File: config.mk
export PLATFORM = sky130hd
export DESIGN_NAME = lcd_cmd_sequencer
export DESIGN_NICKNAME = d
export VERILOG_FILES = /design/src/rtl/lcd_pkg.sv /design/src/rtl/lcd_word_tracker.sv /design/src/rtl/lcd_cmd_sequencer.sv
export SDC_FILE = /design/constraint.sdc
export NUM_CORES = 1
export LEC_CHECK = 0
export BUFFER_PORTS_ARGS = -buffer_cell sky130_fd_sc_hd__buf_2
export CAP_MARGIN = 20
export CORE_MARGIN = 8
export CORE_UTILIZATION = 50
export DETAILED_ROUTE_END_ITERATION = 7
export PLACE_DENSITY = 0.7
export REMOVE_ABC_BUFFERS = 1
export SYNTH_ARGS = -nofsm -noshare
export SYNTH_HDL_FRONTEND = slang
export SYNTH_SLANG_ARGS = --single-unit
File: constraint.sdc
create_clock -name clk -period 3.95 [get_ports clk]
set_clock_uncertainty 0.1 [all_clocks]
set_input_delay 0 -clock clk [delete_from_list [all_inputs] [get_ports clk]]
set_output_delay 0 -clock clk [all_outputs]
set_load 0.005 [all_outputs]
File: src/rtl/lcd_pkg.sv
`default_nettype none
// ============================================================================
// Module      : lcd_pkg
// Description : Shared constants for the HD44780 command sequencer. This file
//               holds the 10-bit {RS,RW,D7..D0} words, the init command ROM
//               and the sequencer state encoding.
// Revision    : 1.0  initial release
// ============================================================================
package lcd_pkg;

    // Busy-flag read (RS=0, RW=1). Repeating it on the bus does no harm.
    localparam logic [9:0] IDLE_WORD    = 10'h100;
    localparam logic [9:0] CMD_WAKE     = 10'h033;
    localparam logic [9:0] CMD_4BIT     = 10'h032;
    localparam logic [9:0] CMD_FUNC_SET = 10'h028;
    localparam logic [9:0] CMD_ENTRY    = 10'h006;
    localparam logic [9:0] CMD_DISP_ON  = 10'h00C;
    localparam logic [9:0] CMD_CLEAR    = 10'h001;
    localparam logic [9:0] CMD_LINE1    = 10'h080;
    localparam logic [9:0] CMD_LINE2    = 10'h0C0;

    // Index of the last init ROM entry (Clear Display).
    localparam logic [2:0] INIT_LAST    = 3'd5;
    // First character index of display line 2.
    localparam logic [4:0] LINE2_BASE   = 5'd16;

    // Sequencer state encoding. The state names the word currently on data.
    localparam logic [2:0] ST_PWRUP_WAIT = 3'd0;
    localparam logic [2:0] ST_INIT       = 3'd1;
    localparam logic [2:0] ST_CLR_WAIT   = 3'd2;
    localparam logic [2:0] ST_ADDR1      = 3'd3;
    localparam logic [2:0] ST_LINE1      = 3'd4;
    localparam logic [2:0] ST_ADDR2      = 3'd5;
    localparam logic [2:0] ST_LINE2      = 3'd6;
    localparam logic [2:0] ST_DONE       = 3'd7;

    typedef enum logic [2:0] {
        S_PWRUP_WAIT = ST_PWRUP_WAIT,
        S_INIT       = ST_INIT,
        S_CLR_WAIT   = ST_CLR_WAIT,
        S_ADDR1      = ST_ADDR1,
        S_LINE1      = ST_LINE1,
        S_ADDR2      = ST_ADDR2,
        S_LINE2      = ST_LINE2,
        S_DONE       = ST_DONE
    } seq_state_e;

    // Init command ROM. Out-of-range indices return the idle word.
    function automatic logic [9:0] init_rom(input logic [2:0] idx);
        logic [9:0] w;
        case (idx)
            3'd0:    w = CMD_WAKE;
            3'd1:    w = CMD_4BIT;
            3'd2:    w = CMD_FUNC_SET;
            3'd3:    w = CMD_ENTRY;
            3'd4:    w = CMD_DISP_ON;
            3'd5:    w = CMD_CLEAR;
            default: w = IDLE_WORD;
        endcase
        return w;
    endfunction

    // Character write: RS=1 (data register), RW=0.
    function automatic logic [9:0] char_word(input logic [7:0] c);
        return {2'b10, c};
    endfunction

endpackage : lcd_pkg
`default_nettype wire

File: src/rtl/lcd_word_tracker.sv
`default_nettype none
// ============================================================================
// Module      : lcd_word_tracker
// Description : Registers LCD_E from the transfer FSM and detects its falling
//               edges. It also tracks which nibble of a word has just
//               finished. word_boundary_o pulses on the fall that ends the
//               lower (second) nibble.
// Revision    : 1.0  initial release
// ============================================================================
module lcd_word_tracker (
    input  logic clk,
    input  logic reset,
    input  logic lcd_e_i,
    output logic word_boundary_o
);

    logic lcd_e_q;
    logic phase_q;
    logic fall;

    assign fall            = lcd_e_q & ~lcd_e_i;
    assign word_boundary_o = fall & phase_q;

    // Delay LCD_E by one clock and toggle the nibble phase on every fall.
    always_ff @(posedge clk or negedge reset) begin
        if (!reset) begin
            lcd_e_q <= 1'b0;
            phase_q <= 1'b0;
        end else begin
            lcd_e_q <= lcd_e_i;
            if (fall) begin
                phase_q <= ~phase_q;
            end
        end
    end

endmodule : lcd_word_tracker
`default_nettype wire

File: src/rtl/lcd_cmd_sequencer.sv
`default_nettype none
// ============================================================================
// Module      : lcd_cmd_sequencer
// Description : Word source for the 4-bit HD44780 transfer FSM. It first waits
//               out the power-up delay and then issues the init commands. After
//               the post-clear wait it writes the 2x16 character buffer.
//               The output word changes only at word boundaries.
//               Optional macro LCD_SEQ_REFRESH_EN: rewrite the display
//               continuously instead of stopping after one frame.
// Revision    : 1.0  initial release
// ============================================================================
module lcd_cmd_sequencer
    import lcd_pkg::*;
#(
    parameter int POWERUP_WAIT = 750000,
    parameter int CLEAR_WAIT   = 82000,
    parameter int WAIT_W       = 20
) (
    input  logic       clk,
    input  logic       reset,
    input  logic       lcd_e,
    input  logic [7:0] char_data,
    output logic [9:0] data,
    output logic [4:0] char_addr,
    output logic       init_done,
    output logic       frame_done
);

    localparam logic [WAIT_W-1:0] PWR_LAST = WAIT_W'(POWERUP_WAIT - 1);
    localparam logic [WAIT_W-1:0] CLR_LAST = WAIT_W'(CLEAR_WAIT - 1);

    seq_state_e        state_q;
    logic [2:0]        idx_q;
    logic [WAIT_W-1:0] cnt_q;
    logic [WAIT_W-1:0] cnt_d;
    logic [WAIT_W-1:0] wait_last;
    logic              wait_expired;
    logic              word_boundary;

    lcd_word_tracker u_tracker (
        .clk             (clk),
        .reset           (reset),
        .lcd_e_i         (lcd_e),
        .word_boundary_o (word_boundary)
    );

    // The wait counter saturates at its terminal value. A boundary on the
    // same cycle as expiry therefore sees the wait as expired.
    always_comb begin
        wait_last    = (state_q == S_CLR_WAIT) ? CLR_LAST : PWR_LAST;
        wait_expired = (cnt_q == wait_last);
        cnt_d        = wait_expired ? cnt_q : cnt_q + 1'b1;
    end

    // Sequencer FSM. The state, data word and status flags advance only at word boundaries.
    always_ff @(posedge clk or negedge reset) begin
        if (!reset) begin
            state_q    <= S_PWRUP_WAIT;
            idx_q      <= 3'd0;
            cnt_q      <= '0;
            data       <= IDLE_WORD;
            char_addr  <= 5'd0;
            init_done  <= 1'b0;
            frame_done <= 1'b0;
        end else begin
            frame_done <= 1'b0;
            if (state_q == S_PWRUP_WAIT || state_q == S_CLR_WAIT) begin
                cnt_q <= cnt_d;
            end
            if (word_boundary) begin
                case (state_q)
                    S_PWRUP_WAIT: begin
                        if (wait_expired) begin
                            state_q <= S_INIT;
                            idx_q   <= 3'd0;
                            data    <= init_rom(3'd0);
                        end
                    end
                    S_INIT: begin
                        if (idx_q == INIT_LAST) begin
                            // Clear Display has gone out. Poll busy until the wait ends.
                            state_q <= S_CLR_WAIT;
                            data    <= IDLE_WORD;
                            cnt_q   <= '0;
                        end else begin
                            idx_q <= idx_q + 3'd1;
                            data  <= init_rom(idx_q + 3'd1);
                        end
                    end
                    S_CLR_WAIT: begin
                        if (wait_expired) begin
                            state_q   <= S_ADDR1;
                            data      <= CMD_LINE1;
                            init_done <= 1'b1;
                        end
                    end
                    S_ADDR1: begin
                        state_q   <= S_LINE1;
                        data      <= char_word(char_data);
                        char_addr <= char_addr + 5'd1;
                    end
                    S_LINE1: begin
                        if (char_addr == LINE2_BASE) begin
                            state_q <= S_ADDR2;
                            data    <= CMD_LINE2;
                        end else begin
                            data      <= char_word(char_data);
                            char_addr <= char_addr + 5'd1;
                        end
                    end
                    S_ADDR2: begin
                        state_q   <= S_LINE2;
                        data      <= char_word(char_data);
                        char_addr <= char_addr + 5'd1;
                    end
                    S_LINE2: begin
                        if (char_addr == 5'd0) begin
                            // char_addr has wrapped. Character 31 has just finished.
                            frame_done <= 1'b1;
`ifdef LCD_SEQ_REFRESH_EN
                            state_q    <= S_ADDR1;
                            data       <= CMD_LINE1;
`else
                            state_q    <= S_DONE;
                            data       <= IDLE_WORD;
`endif
                        end else begin
                            data      <= char_word(char_data);
                            char_addr <= char_addr + 5'd1;
                        end
                    end
                    S_DONE: begin
                        data <= IDLE_WORD;
                    end
                    default: begin
                        state_q <= S_PWRUP_WAIT;
                        data    <= IDLE_WORD;
                    end
                endcase
            end
        end
    end

endmodule : lcd_cmd_sequencer
`default_nettype wire

==> impl_metrics.env <==
export IMPL_powerDensity_nw_per_um2=261
export IMPL_clock_root_buffer="clkbuf_8"
export IMPL_num_io_pins=28
export IMPL_rows=26
export IMPL_cts_tree="built"
export IMPL_io_buffers=27
export IMPL_syn_inst=277
export IMPL_numCtsBuffers=5
export IMPL_vias=2164
export IMPL_p_sw_share_pct=22.4
export IMPL_via_per_inst=5.69
export IMPL_drtPass1Iterations=4
export IMPL_clock_path_buffers=2
export IMPL_ys_async_sr_fraction_pct=100
export IMPL_max_stage_delay_ns=0.60
export IMPL_cts_setup_buffers=0
export IMPL_grt_pass1_vias=2169
export IMPL_hold_viol_final=0
export IMPL_vdd_drop_max_mv=0.211
export IMPL_crit_fanout=19
export IMPL_synth_top_area_share_pct=41.5
export IMPL_die_area_um2=7890
export IMPL_yosysWarnings=0
export IMPL_fin_ws_ns=1.27
export IMPL_maxSlewViolCount=0
export IMPL_synth_distinct_cells=50
export IMPL_chipWidth_um=88.8
export IMPL_slew_headroom_pct=49.9
export IMPL_clock_latency_ns=0.29
export IMPL_synth_edf_count=0
export IMPL_initial_core_util_pct=51.9
export IMPL_status="completed"
export IMPL_grt_busiest_layer="met2"
export IMPL_seqPwrFrac_pct=60.0
export IMPL_drtIter0Drc=136
export IMPL_intPower_mw=0.610
export IMPL_fmax_mhz=373
export IMPL_track_usage_pct=15.9
export IMPL_start_kind="flip-flop"
export IMPL_cap_viol_max_count=0
export IMPL_die_y_um=88.8
export IMPL_yosys_top_cells_count="dfrtp_1 (44), nor2_1 (22), nand2_1 (19), nand3_1 (19), o21ai_0 (13)"
export IMPL_h_tree_depth=2
export IMPL_crit_chain="nor3b_2 -> mux2i_1 -> a211oi_2 -> buf_4 -> o21ai_2 -> mux2_2"
export IMPL_cts_resized=0
export IMPL_reg2reg_depth=6
export IMPL_period_share_pct=67.9
export IMPL_worstReg2RegEnd="data[2]"
export IMPL_setup_viol=0
export IMPL_hold_end="data[6]"
export IMPL_area_delta_synth_final_pct=13.4
export IMPL_critical_path_class="flip-flop to flip-flop"
export IMPL_switching_power_mw=0.176
export IMPL_cts_hold_buffers=8
export IMPL_leakagePower_nw=1.35
export IMPL_grt_max_degree=46
export IMPL_dpl_worst_slack_ns=1.30
export IMPL_antenna_found_initial=0
export IMPL_drc=0
export IMPL_yosysMostFrequentCell="dfrtp_1"
export IMPL_hold_start="char_data[6]"
export IMPL_antenna_left=0
export IMPL_met2_usage_pct=25.7
export IMPL_finalWirelength_um=5860
export IMPL_netlist_area_um2=2650
export IMPL_fin_area_um2=3000
export IMPL_placed_cell_area_um2=2820
export IMPL_grt_pass1_wl_um=10100
export IMPL_ys_flop_type="dfrtp_1"
export IMPL_cts_sinks=45
export IMPL_ys_ff_latch=45
export IMPL_setup_tns_ns=0
export IMPL_finalCriticalPeriod_ns=2.68
export IMPL_worstMarginPinSlew_ns=0.744
export IMPL_grt_util_met3_pct=2.60
export IMPL_overflow=0
export IMPL_hpwl_um=4130
export IMPL_grtUsageMet1_pct=21.3
export IMPL_worst_setup_path_end_kind="flip-flop"
export IMPL_rsz0062_at_grt="no"
export IMPL_hold_class="input pin to flip-flop"
export IMPL_required_ns=4.02
export IMPL_syn_area_per_cell_um2=9.57
export IMPL_regToRegStartpoint="state_q[0]"
export IMPL_synth_largest_area_cell="dfrtp_1"
export IMPL_nets=328
export IMPL_diodes=0
export IMPL_yosys_top_cells_area="dfrtp_1 (42%), mux2_2 (4.2%), ha_1 (3.8%), nand3_1 (3.6%), xor2_1 (3.3%)"
export IMPL_place_congestion=0.888
export IMPL_drive_gt1_share_pct=18.4
export IMPL_slowest_stage="dfrtp_1"
export IMPL_clock_power_share_pct=34.7
export IMPL_hold_ws_ns=0.0458
export IMPL_p_comb_share_pct=5.3
export IMPL_whs_path_depth=4
export IMPL_wl_per_cell_um=15.4
export IMPL_ff2ff_setup_slack_ns=1.27
export IMPL_core_area_um2=5110
export IMPL_clk_pin_slew_ns=0.08
export IMPL_arrival_ns=2.76
export IMPL_yosysSeqAreaShare_pct=42.5
export IMPL_total_power_mw=0.785
==> state kept, by name, indices dropped and copies added (netlist names) <==
name,flops
char_addr,5
init_done,1
idx_q,3
state_q,3
u_tracker.phase_q,1
cnt_q,20
u_tracker.lcd_e_q,1
frame_done,1
data,10
==> through the flow <==
stage,cells,utilization [%]
global route,380,58.8
CTS,378,58.3
finish,380,58.8
detailed placement,362,55.2
global placement,362,55.2
floorplan,262,-
==> worst max-delay path: cells and delay by family, from the launching register on <==
kind	cells	cell delay (ns)
DFF	1	0.60
and+or+nand+nor	1	0.39
buffers and inverters	1	0.19
muxes	2	0.77
AOI/OAI and AO/OA	2	0.52
==> cells in the final DEF (no fill, tap or decap), types with 5 or more instances in the layout <==
master and n:
a21oi_1 12, and3_1 6, buf_2 27, clkbuf_8 5, dfrtp_1 44, dlygate4sd3_1 8
ha_1 8, inv_1 8, mux2_2 10, nand2_1 19, nand3_1 19, nand4_1 9
nor2_1 22, nor4_1 5, o21ai_0 13, o31ai_1 5, or3_1 7, xnor2_1 9
xor2_1 10
==> worst max path at each step <==
stage	startpoint	endpoint	slack (ns)	cells after the start
floorplan	char_addr[0]	char_addr[1]	1.38	7
global placement	state_q[0]	data[2]	1.41	6
detailed placement	state_q[0]	data[2]	1.30	6
CTS	state_q[0]	data[2]	1.28	6
global route	state_q[0]	data[2]	1.12	6
finish	state_q[0]	data[2]	1.27	6
==> area by class of cell <==
type	instances	area, um^2
Fill cell	459	2100
Multi-Input combinational cell	209	1420
Sequential cell	45	1130
Timing Repair Buffer	40	263
Tap cell	70	87.6
Clock buffer	8	80.1
Inverter	8	30.0
==> power groups by stage <==
| stage | registers, mW | clock network, mW | logic (mW) |
|---|---|---|---|
| after floorplan | 0.479 | 0 | 0.0142 |
| after global placement | 0.480 | 0 | 0.0339 |
| after detailed placement | 0.480 | 0 | 0.0340 |
| after CTS | 0.471 | 0.279 | 0.0402 |
| after global routing | 0.472 | 0.294 | 0.0470 |
| final | 0.471 | 0.272 | 0.0419 |
==> logic make-up (layout without fill, tap and decap cells) <==
family / count (synthesis) / in the layout / synth area share, %
buffers and inverters: 23 / 56 / 4.01
multiplexers: 14 / 14 / 5.76
AND/OR/NAND/NOR: 116 / 116 / 24.0
flip-flops: 45 / 45 / 42.5
XOR/XNOR: 19 / 19 / 6.28
AO/OA/AOI/OAI: 52 / 52 / 13.6
adder cells (fa/ha/maj): 8 / 8 / 3.78
==> metal layers <==
metal  up-vias  part of all wire [%]  wire length (um)
li1       1075                     -                 -
met1      1045                    48              2830
met2        40                    47              2770
met3         4                   3.7               216
met4         0                  0.67                39
met5         -                     0                 0
(Power assumes the default switching activity.)
